## src/rtl/seg7_pkg.sv

```systemverilog
`default_nettype none
// ============================================================================
// Module      : seg7_pkg
// Description : Shared 7-segment glyph encodings and status codes used by the
//               scan driver and by game modes that build the seg_data bus.
// Revision    : 1.0 - initial release
// ============================================================================
package seg7_pkg;

    typedef logic [6:0] seg_t;

    // Segment patterns {g,f,e,d,c,b,a}, active-low
    localparam seg_t GLYPH_0     = 7'h40;
    localparam seg_t GLYPH_1     = 7'h79;
    localparam seg_t GLYPH_2     = 7'h24;
    localparam seg_t GLYPH_3     = 7'h30;
    localparam seg_t GLYPH_4     = 7'h19;
    localparam seg_t GLYPH_5     = 7'h12;
    localparam seg_t GLYPH_6     = 7'h02;
    localparam seg_t GLYPH_7     = 7'h78;
    localparam seg_t GLYPH_8     = 7'h00;
    localparam seg_t GLYPH_9     = 7'h10;
    localparam seg_t GLYPH_B_LC  = 7'h03;
    localparam seg_t GLYPH_S     = 7'h12;
    localparam seg_t GLYPH_L     = 7'h47;
    localparam seg_t GLYPH_D_LC  = 7'h21;
    localparam seg_t GLYPH_E     = 7'h06;
    localparam seg_t GLYPH_BLANK = 7'h7F;

    localparam seg_t        SEG_BLANK = 7'h7F;
    localparam logic [3:0]  AN_OFF    = 4'hF;

    // Status glyph codes placed on the seg_data nibble bus
    localparam logic [3:0] CODE_b     = 4'hA;
    localparam logic [3:0] CODE_S     = 4'hB;
    localparam logic [3:0] CODE_L     = 4'hC;
    localparam logic [3:0] CODE_d     = 4'hD;
    localparam logic [3:0] CODE_E     = 4'hE;
    localparam logic [3:0] CODE_BLANK = 4'hF;

endpackage
`default_nettype wire

```

## src/rtl/seg7_glyph_rom.sv

```systemverilog
`default_nettype none
// ============================================================================
// Module      : seg7_glyph_rom
// Description : Combinational 4-bit code to active-low 7-segment pattern.
// Revision    : 1.0 - initial release
// ============================================================================
module seg7_glyph_rom
    import seg7_pkg::*;
(
    input  logic [3:0] i_code,
    output logic [6:0] o_seg
);

    always_comb begin
        o_seg = SEG_BLANK;
        case (i_code)
            4'h0:       o_seg = GLYPH_0;
            4'h1:       o_seg = GLYPH_1;
            4'h2:       o_seg = GLYPH_2;
            4'h3:       o_seg = GLYPH_3;
            4'h4:       o_seg = GLYPH_4;
            4'h5:       o_seg = GLYPH_5;
            4'h6:       o_seg = GLYPH_6;
            4'h7:       o_seg = GLYPH_7;
            4'h8:       o_seg = GLYPH_8;
            4'h9:       o_seg = GLYPH_9;
            CODE_b:     o_seg = GLYPH_B_LC;
            CODE_S:     o_seg = GLYPH_S;
            CODE_L:     o_seg = GLYPH_L;
            CODE_d:     o_seg = GLYPH_D_LC;
            CODE_E:     o_seg = GLYPH_E;
            CODE_BLANK: o_seg = GLYPH_BLANK;
            default:    o_seg = SEG_BLANK;
        endcase
    end

endmodule
`default_nettype wire

```

## src/rtl/seg7_scan_driver.sv

```systemverilog
`default_nettype none
// ============================================================================
// Module      : seg7_scan_driver
// Description : Latches the 16-bit nibble bus once per frame and scans it onto
//               a 4-digit common-anode display with blanking and PWM dimming.
// Revision    : 1.0 - initial release
// ============================================================================
module seg7_scan_driver
    import seg7_pkg::*;
#(
    parameter int REFRESH_DIV = 100_000,
    parameter int BLANK_CYC   = 1_000
) (
    input  logic        clk,
    input  logic        reset_n,
    input  logic        enable,
    input  logic [15:0] seg_data,
    input  logic [3:0]  dp_mask,
    input  logic [2:0]  brightness,
    output logic [3:0]  an,
    output logic [6:0]  seg,
    output logic        dp,
    output logic        frame_start
);

    localparam int CNT_W     = $clog2(REFRESH_DIV);
    localparam int SLICE_LEN = REFRESH_DIV / 8;
    localparam int SLICE_W   = $clog2(SLICE_LEN);

    localparam logic [CNT_W-1:0]   c_div_last   = CNT_W'(REFRESH_DIV - 1);
    localparam logic [CNT_W-1:0]   c_blank_cyc  = CNT_W'(BLANK_CYC);
    localparam logic [SLICE_W-1:0] c_slice_last = SLICE_W'(SLICE_LEN - 1);

    logic [CNT_W-1:0]   r_div_cnt;
    logic [SLICE_W-1:0] r_slice_cnt;
    logic [2:0]         r_slice_idx;
    logic [1:0]         r_digit_idx;
    logic [15:0]        r_shadow;
    logic [3:0]         r_dp_shadow;
    logic [2:0]         r_bright_shadow;

    logic               w_div_wrap;
    logic               w_slice_wrap;
    logic               w_frame_latch;
    logic               w_active;
    logic [3:0]         w_nibble;
    logic [6:0]         w_glyph;

    assign w_div_wrap    = (r_div_cnt == c_div_last);
    assign w_slice_wrap  = (r_slice_cnt == c_slice_last);
    assign w_frame_latch = w_div_wrap && (r_digit_idx == 2'd3);

    // Slice index tracks div_cnt / SLICE_LEN without a divider
    always_ff @(posedge clk) begin
        if (!reset_n) begin
            r_div_cnt   <= '0;
            r_slice_cnt <= '0;
            r_slice_idx <= 3'd0;
            r_digit_idx <= 2'd0;
        end else begin
            if (w_div_wrap) begin
                r_div_cnt   <= '0;
                r_slice_cnt <= '0;
                r_slice_idx <= 3'd0;
                r_digit_idx <= r_digit_idx + 2'd1;
            end else begin
                r_div_cnt <= r_div_cnt + 1'b1;
                if (w_slice_wrap) begin
                    r_slice_cnt <= '0;
                    r_slice_idx <= r_slice_idx + 3'd1;
                end else begin
                    r_slice_cnt <= r_slice_cnt + 1'b1;
                end
            end
        end
    end

    // Frame-coherent copies of the inputs so a frame never tears
    always_ff @(posedge clk) begin
        if (!reset_n) begin
            r_shadow        <= 16'hFFFF;
            r_dp_shadow     <= 4'h0;
            r_bright_shadow <= 3'd7;
        end else if (w_frame_latch) begin
            r_shadow        <= seg_data;
            r_dp_shadow     <= dp_mask;
            r_bright_shadow <= brightness;
        end
    end

    always_comb begin
        w_nibble = r_shadow[3:0];
        case (r_digit_idx)
            2'd0: w_nibble = r_shadow[3:0];
            2'd1: w_nibble = r_shadow[7:4];
            2'd2: w_nibble = r_shadow[11:8];
            2'd3: w_nibble = r_shadow[15:12];
            default: w_nibble = r_shadow[3:0];
        endcase
    end

    seg7_glyph_rom u_glyph_rom (
        .i_code (w_nibble),
        .o_seg  (w_glyph)
    );

    assign w_active = enable
                   && (r_div_cnt >= c_blank_cyc)
                   && (r_slice_idx <= r_bright_shadow);

    always_ff @(posedge clk) begin
        if (!reset_n) begin
            an          <= AN_OFF;
            seg         <= SEG_BLANK;
            dp          <= 1'b1;
            frame_start <= 1'b0;
        end else begin
            frame_start <= w_frame_latch;
            if (w_active) begin
                an  <= ~(4'b0001 << r_digit_idx);
                seg <= w_glyph;
                dp  <= ~r_dp_shadow[r_digit_idx];
            end else begin
                an  <= AN_OFF;
                seg <= SEG_BLANK;
                dp  <= 1'b1;
            end
        end
    end

endmodule
`default_nettype wire

```

## config.mk

```make
export PLATFORM = sky130hd
export DESIGN_NAME = seg7_scan_driver
export DESIGN_NICKNAME = d
export VERILOG_FILES = /design/src/rtl/seg7_pkg.sv /design/src/rtl/seg7_glyph_rom.sv /design/src/rtl/seg7_scan_driver.sv
export SDC_FILE = /design/constraint.sdc
export NUM_CORES = 1
export LEC_CHECK = 0
export CORE_ASPECT_RATIO = 0.7
export CORE_UTILIZATION = 35
export DETAILED_ROUTE_END_ITERATION = 6
export GPL_ROUTABILITY_DRIVEN = 0
export GPL_TIMING_DRIVEN = 0
export SLEW_MARGIN = 20
export SYNTH_ARGS = -nofsm -noshare
export SYNTH_HDL_FRONTEND = slang
export SYNTH_SLANG_ARGS = --single-unit
```

## constraint.sdc

```tcl
create_clock -name clk -period 3.6 [get_ports clk]
set_input_delay 0.72 -clock clk [delete_from_list [all_inputs] [get_ports clk]]
set_output_delay 0.72 -clock clk [all_outputs]
set_load 0.01 [all_outputs]
```

Word-level counts from Yosys, hierarchy flattened:

Memories as Yosys holds them, arrays and structs flattened. A register that Yosys moved wholly into a read port is not among the register bits.
Cells that the tools add are included.

* input bits: 26
* output and inout port bits: 13
* memories kept: 1
* flip-flop bits (word level): 65
* word-level logic and storage cells: 38
* memory bits (read-only): 112

Memory list
* (no name shown): words 16, width 7, rd ports 1, clocked after memory_dff 1, write ports 0, line seg7_glyph_rom.sv:16 `case (i_code)`

* reductions and logical operators: 8
* equal/unequal tests: 5
* shift operators: 1
* magnitude comparators: 3
* add/subtract/negate cells: 4
* multiplexer cells: 3
* bitwise gates (word level): 3

Operators by type and width (count)
* $add A17 B1 Y17 const B: 1
* $eq A17 B17 Y1 const B: 1
* $ge A17 B10 Y1 const B: 1
* $pmux W4 S4: 1
* $add A14 B1 Y14 const B: 1
* $eq A14 B14 Y1 const B: 1
* $eq A2 B2 Y1 const B: 2
* $not A4 Y4: 1
* $shl A1 B2 Y4 const A: 1
* $add A3 B1 Y3 const B: 1
* $le A3 B3 Y1: 1
* $logic_and A1 B1 Y1: 3
* $lt A2 B3 Y1 const B: 1
* $reduce_or A3 Y1: 1
* $add A2 B1 Y2 const B: 1
* $bmux W1 S2: 1
* $eq A2 B1 Y1 const B: 1
* $logic_not A2 Y1: 1
* $not A1 Y1: 2
* $reduce_and A2 Y1: 1
* $reduce_or A2 Y1: 1
* $logic_not A1 Y1: 1
* $mux W1: 1

Longest topological paths before layout:

Gate-level depths: netlist (run 1).

* word-level depth: 5
* mapped depth: 9
* mapped depth without buffers: 9

Modules after synthesis:

Synthesis (run 1) repeated with hierarchy kept, for this count alone.

* cells, all modules: 399
* area, all modules: 3674.8 um2

By module, submodules not included
* seg7_scan_driver: area each 3397.0 um2, instances 1, seq. area each 1441.4 um2, cells an instance 361
* seg7_glyph_rom: area each 277.8 um2, instances 1, seq. area each 0.0 um2, cells an instance 38

Least setup slack after synthesis (run 1):

Ideal clock, no wire load.

* path kind: register to register
* from: register r_digit_idx[1]
* to: register seg[5]
* slack: 1467 ps
* library setup time: 125 ps
* path buffers: 0
* period minus slack after synthesis: 2133 ps
* arrival: 2008 ps
* data required time: 3475 ps
* stages on the path, launching flop included: 10
* cell sequence: dfxtp_1 inv_1 ha_1 a222oi_1 mux2_2 inv_1 ha_1 or3_1 o21ai_0 o21ai_0

* cells in the longest elaborated chain, start to end: 2
* elaborated cells between the ends (all ways): 5
* classes of those cells: eq/ne: 3; mux: 1; reduce/logical: 1

Ends and longest elaborated chain
* start: declaration: line seg7_scan_driver.sv:37 `logic [1:0] r_digit_idx;`
* start signal: assignment: line seg7_scan_driver.sv:65 `r_digit_idx <= r_digit_idx + 2'd1;`
* $eq A2 B2 Y1 (tied with other cells): line seg7_scan_driver.sv:93 `case (r_digit_idx)`
* $pmux W4 S4 *: line seg7_scan_driver.sv:93
* end: declaration: line seg7_scan_driver.sv:21 `output logic [6:0] seg,`

Every way passes the cells marked *; elsewhere a longest branch is shown, timed or not.
A chain may end at the register's enable or synchronous reset.

Worst setup path in the final report (run 1):

Same ends and word-level chain as after synthesis.

==> impl_metrics.toml, run 1 <==
[hold_path]
hold_class = "reg -> reg"

[run]
drv_cap = 0

[logic_synthesis]
ys_warn_count = 0
syn_area_um2 = 3170
synth_top_flop_cell = "dfxtp_1"
synth.area.top_cells = "dfxtp_1 45%, nand2_1 7.3%, ha_1 6.3%"
post_synth.cell_area_avg_um2 = 8.76
synth_common_cells = "72 x dfxtp_1, 62 x nand2_1, 31 x nor2_1, 25 x nand3_1, 22 x inv_1"
synth_edf_count = 0
netlist.area_leader.share_pct = 45.5
synthCells = 362
synth.most_common_cell = "dfxtp_1"
async_flop_share_pct = 0
yosysTopAreaCell = "dfxtp_1"
yosys_register_bits = 72
synth_nets = 404
synth_seq_area_share_pct = 45.5
synthDistinctLibCells = 43

[timing]
hold_viol_final = 0
slew_violations = 0
clock_skew_ns = 0.00648
slew_headroom_pct = 58.5
fmax_mhz = 365
period_minus_slack_ns = 2.74
setup-violations-final = 0
worst_pin_slew_ns = 0.606
rsz0062_at_grt = "no"
finalSetupTns_ns = 0
min_period_over_period_pct = 76.0

[grt]
grt_overflow = 0
grt_pass1_vias = 2287
grt_pass1_wl_mm = 11.3
grt_usage_pct = 15.9
grt_max_degree = 11
antenna_found_initial = 0

[critical_path]
required_ns = 3.80
crit_path_max_incr_delay_ns = 0.58
startpoint_type = "flip-flop"
worstPathCellList = "inv_1 -> ha_1 -> a222oi_1 -> mux2_2 -> inv_1 -> ha_1 -> or3_1 -> o21ai_0 -> o21ai_0"
worst-setup-path-type = "reg -> reg"
cpMaxStageDelayCell = "a222oi_1"
cp.arrival_ns = 2.94
worst_setup_path_end_kind = "flip-flop"
worstPathMaxFanout = 7

[floorplanning]
placementRows = 28
start_util_pct = 36.8
dieArea_um2 = 9450
die_y_um = 81.6
core_um2 = 8620
die_w_um = 116
ios = 39

[cells_and_area]
drive_gt1_share_pct = 6.04
final_nets = 453
area_growth_pct = 24.8
fillerInstances = 891
diodes = 0

[placement]
port_buffers = 38
hpwl_mm = 4.93

[route]
ant_nets = 0
avgRoutedWirePerCell_um = 12.7
route.detailed.drc = 0
drt_iter0_drc = 161
firstDrtPassIters = 4
drt-total-wl_mm = 6.77
vias_per_cell = 4.81
vias = 2570

[cts]
cts_buffers = 9
clock-sinks = 72
cts.repair.resized = 0
cts_tree = "built"
clk_latency_ns = 0.33
cts_buffer_depth = 2
root_buffer = "clkbuf_16"
postCtsSetupBuffers = 0
htreeDepth = 3
cts-hold-fix-buffers = 0
clk_pin_slew_ns = 0.05

[pwr]
power_density_nw_per_um2 = 417
leakage_nw = 1.60
total_power_w = 0.00165
vdd_ir_drop_max_v = 0.000208

[outcome]
status = "finished, final reports clean"
==> stage by stage <==
step	hold slack [ns]	utilization, %	std cells	cell area [um2]	worst slack, ns
4_1_cts	0.465	45.9	534	3960	0.916
3_5_place_dp	0.456	42.9	520	3700	0.954
2_1_floorplan	0.439	-	362	3170	1.47
3_3_place_gp	0.451	42.9	520	3700	0.983
5_1_grt	0.486	45.9	534	3960	0.732
6_report	0.461	45.9	534	3960	0.863
==> sequential cells by signal, summed over array words and instances, names as in the netlist <==
signal and count:
an 4, r_dp_shadow 4, r_bright_shadow 3, r_slice_cnt 14, r_div_cnt 17, r_shadow 16, dp 1, r_slice_idx 3
seg 7, r_digit_idx 2, frame_start 1
==> layout by cell type, fill, tap and decap left out, drive strengths merged, types with 5 or more instances in the layout <==
cell	instances
dfxtp	72
nand2	62
clkdlybuf4s50	38
nor2	31
nand3	25
clkbuf	24
inv	22
ha	16
xor2	13
xnor2	12
o21ai	8
or3	7
a21oi	7
o211ai	7
mux2i	6
and2	6
buf	6
nor3	5
a21boi	5
nand4	5
==> metal layers <==
metal / vias up / GRT usage (%) / part of all wire (%)
li1: 1318 / - / -
met1: 1208 / 23.4 / 55
met2: 36 / 21.0 / 40
met3: 8 / 5.17 / 3.6
met4: 0 / 5.77 / 1.1
met5: - / 0 / 0
==> worst max-delay path: cells and delay by family, from the launching register on <==
kind	cells	cell delay (ns)
AO/OA/AOI/OAI	3	0.76
adder cells (fa/ha/maj)	2	0.50
flip-flops	1	0.42
AND/OR/NAND/NOR	1	0.36
multiplexers	1	0.35
buffers and inverters	2	0.21
==> cell families after synthesis <==
logic type | after synthesis | share of synthesized area [%]
AOI/OAI and AO/OA | 40 | 9.04
muxes | 9 | 3.31
DFF | 72 | 45.5
xor gates and xnor gates | 25 | 6.91
adders and majority gates | 16 | 6.31
buffers and inverters | 39 | 4.89
and+or+nand+nor | 161 | 24.1
==> where the power goes <==
part / switching (W) / leakage, nW / internal [W]
registers: 0.00000725 / 0.582 / 0.000803
clock network: 0.000310 / 0.126 / 0.000476
logic: 0.0000218 / 0.896 / 0.0000327
total: 0.000339 / 1.60 / 0.00131
==> path summary, 6_finish.rpt <==
| kind | slack [ns] | startpoint | cells past startpoint | end |
|---|---|---|---|---|
| setup reg to reg | 0.86 | r_digit_idx[1]$_SDFFE_PN0P_ | 9 | seg[5]$_SDFF_PN1_ |
| setup / recovery | 0.86 | r_digit_idx[1]$_SDFFE_PN0P_ | 9 | seg[5]$_SDFF_PN1_ |
| hold / removal | 0.46 | r_dp_shadow[0]$_SDFFE_PN0P_ | 2 | r_dp_shadow[0]$_SDFFE_PN0P_ |
| hold reg to reg | 0.46 | r_dp_shadow[0]$_SDFFE_PN0P_ | 2 | r_dp_shadow[0]$_SDFFE_PN0P_ |
==> cell type report <==
| class | instances | area [um2] | area share [%] |
|---|---|---|---|
| multi-input cells | 251 | 1570 | 39.8 |
| flip-flops and latches | 72 | 1440 | 36.4 |
| repair buffers | 38 | 380 | 9.61 |
| clock buffers | 13 | 250 | 6.33 |
| well taps | 120 | 150 | 3.80 |
| inverters | 22 | 82.6 | 2.09 |
| plain buffers | 17 | 72.6 | 1.83 |
| clock inverters | 1 | 5.00 | 0.127 |
(Power assumes the default switching activity.)
==> run 2: changes to the inputs <==
clock period = 2.8 ns   (was 3.6 ns; I/O delays follow)
==> run 2 against run 1 <==
Global-route usage unchanged; critical path depth unchanged; sequential share of layout area down 0.098 points; die area is the same; critical endpoint unchanged; largest cell class unchanged; highest routed layer unchanged.
==> impl_metrics.toml, run 2 (synthesis results as in run 1) <==
[pwr]
p_switching_w = 0.000432
p_sw_share_pct = 20.4
leakage_nw = 1.61
power.internal_w = 0.00169
vdd_ir_drop_max_v = 0.000267
combPwrFrac_pct = 3.3
pwr-share-clk_pct = 47.5
total_power_w = 0.00212
pwr-share-seq_pct = 49.2
power_density_nw_per_um2 = 533

[route]
vias_per_cell = 4.78
route.detailed.drc = 0
firstDrtPassIters = 4
drt_iter0_drc = 162
drt-total-wl_mm = 6.73
ant_nets = 0
vias = 2559
avgRoutedWirePerCell_um = 12.6

[grt]
grt_pass1_wl_mm = 11.3
antenna_found_initial = 0
grt_usage_pct = 15.9
grt_max_degree = 11
grt_pass1_vias = 2287
grt_overflow = 0

[critical_path]
worst_setup_path_end_kind = "flip-flop"
timing.rr.start = "r_digit_idx[0]$_SDFFE_PN0P_"
required_ns = 3.00
cp.arrival_ns = 2.80
rrSetupSlack_ns = 0.19
worstPathMaxFanout = 7
worst-setup-path-type = "reg -> reg"
r2r_end = "seg[5]$_SDFF_PN1_"
worstRegToRegCells = 9
startpoint_type = "flip-flop"

[timing]
min_period_over_period_pct = 93.1
slew_headroom_pct = 56.8
period_minus_slack_ns = 2.61
slew_violations = 0
clock_skew_ns = 0.00646
finalSetupTns_ns = 0
setup-violations-final = 0
hold_viol_final = 0
worst_pin_slew_ns = 0.630
whs_ns = 0.460
rsz0062_at_grt = "no"
fmax_mhz = 384

[cts]
clk_latency_ns = 0.33
cts_tree = "built"
root_buffer = "clkbuf_16"
htreeDepth = 3
clk_pin_slew_ns = 0.05
cts_buffer_depth = 2
cts-hold-fix-buffers = 0
clock-sinks = 72
cts_buffers = 9

[placement]
hpwl_mm = 4.93
placed_area_um2 = 3700
port_buffers = 38

[floorplanning]
start_util_pct = 36.8
die_y_um = 81.6
core_um2 = 8620
ios = 39
placementRows = 28
dieArea_um2 = 9450
die_w_um = 116

[cells_and_area]
mostFrequentLayoutCell = "dfxtp_1"
top_regs = "r_div_cnt x17, r_shadow x16, r_slice_cnt x14"
final_nets = 454
drive_gt1_share_pct = 6.99
layout_common_cells = "70 x dfxtp_1, 62 x nand2_1, 38 x clkdlybuf4s50_1, 31 x nor2_1, 25 x nand3_1"
top_register = "r_div_cnt"
largest_register_ffs = 17
diodes = 0
fin_util_pct = 46.1
area_growth_pct = 25.3
finalInstanceArea_um2 = 3970

[hold_path]
min_from = "r_dp_shadow[0]$_SDFFE_PN0P_"
holdPathEnd = "r_dp_shadow[0]$_SDFFE_PN0P_"
min_path_cells = 2
hold_class = "reg -> reg"

[outcome]
status = "finished, final reports clean"

[run]
drv_cap = 0
[run 2: cell count changes in the layout (fill, tap and decap cells not counted), sizes merged]
cell,change
buf,+1
[run 2: routing by layer]
layer | GRT usage (%) | vias up | share of wire [%]
met4 | 5.77 | 0 | 0.48
met1 | 23.4 | 1184 | 54
met2 | 21.0 | 46 | 41
li1 | - | 1324 | -
met5 | 0 | - | 0
met3 | 5.17 | 5 | 4.3
[run 2: area by class of cell]
cell class / count / area (um2)
Buffer: 17 / 72.6
Clock buffer: 13 / 250
Clock inverter: 1 / 5.00
Fill cell: 886 / 4640
Inverter: 22 / 82.6
Multi-Input combinational cell: 251 / 1580
Sequential cell: 72 / 1440
Tap cell: 120 / 150
Timing Repair Buffer: 39 / 388
[run 2: through the flow]
step | worst slack, ns | cells
6_report | 0.193 | 535
5_1_grt | 0.0580 | 535
4_1_cts | 0.116 | 534
3_5_place_dp | 0.154 | 520
3_3_place_gp | 0.183 | 520
2_1_floorplan | 0.667 | 362
[run 2: worst max-delay path by stage]
stage | start | to | slack (ns) | cells after the start
finish | r_digit_idx[0]$_SDFFE_PN0P_ | seg[5]$_SDFF_PN1_ | 0.19 | 9
floorplan | r_digit_idx[1]$_SDFFE_PN0P_ | seg[5]$_SDFF_PN1_ | 0.67 | 9
CTS | r_digit_idx[0]$_SDFFE_PN0P_ | seg[5]$_SDFF_PN1_ | 0.12 | 9
detailed placement | r_digit_idx[0]$_SDFFE_PN0P_ | seg[5]$_SDFF_PN1_ | 0.15 | 9
global placement | r_digit_idx[1]$_SDFFE_PN0P_ | seg[5]$_SDFF_PN1_ | 0.18 | 9
global route | r_digit_idx[0]$_SDFFE_PN0P_ | seg[1]$_SDFF_PN1_ | 0.06 | 9
[run 2: critical path: stages (launching register included)]
cell and delay [ns]:
dfxtp_2 0.38, inv_1 0.11, ha_1 0.30, a222oi_1 0.54, mux2_4 0.30, inv_1 0.08, ha_1 0.22, or3_1 0.36
o21ai_0 0.07, o21ai_0 0.11
[run 2: power by group through the flow]
stage                logic, W  clock network [W]  registers (W)
CTS                 0.0000709            0.00104        0.00104
global placement    0.0000695                  0        0.00106
global route        0.0000769            0.00108        0.00104
floorplan           0.0000262                  0        0.00106
finish              0.0000701            0.00101        0.00104
detailed placement  0.0000704                  0        0.00106
[run 2: timing repair]
item	in CTS	in global routing
endpoints found under the setup margin	0	2
buffers inserted	0	1
resized for setup	0	4
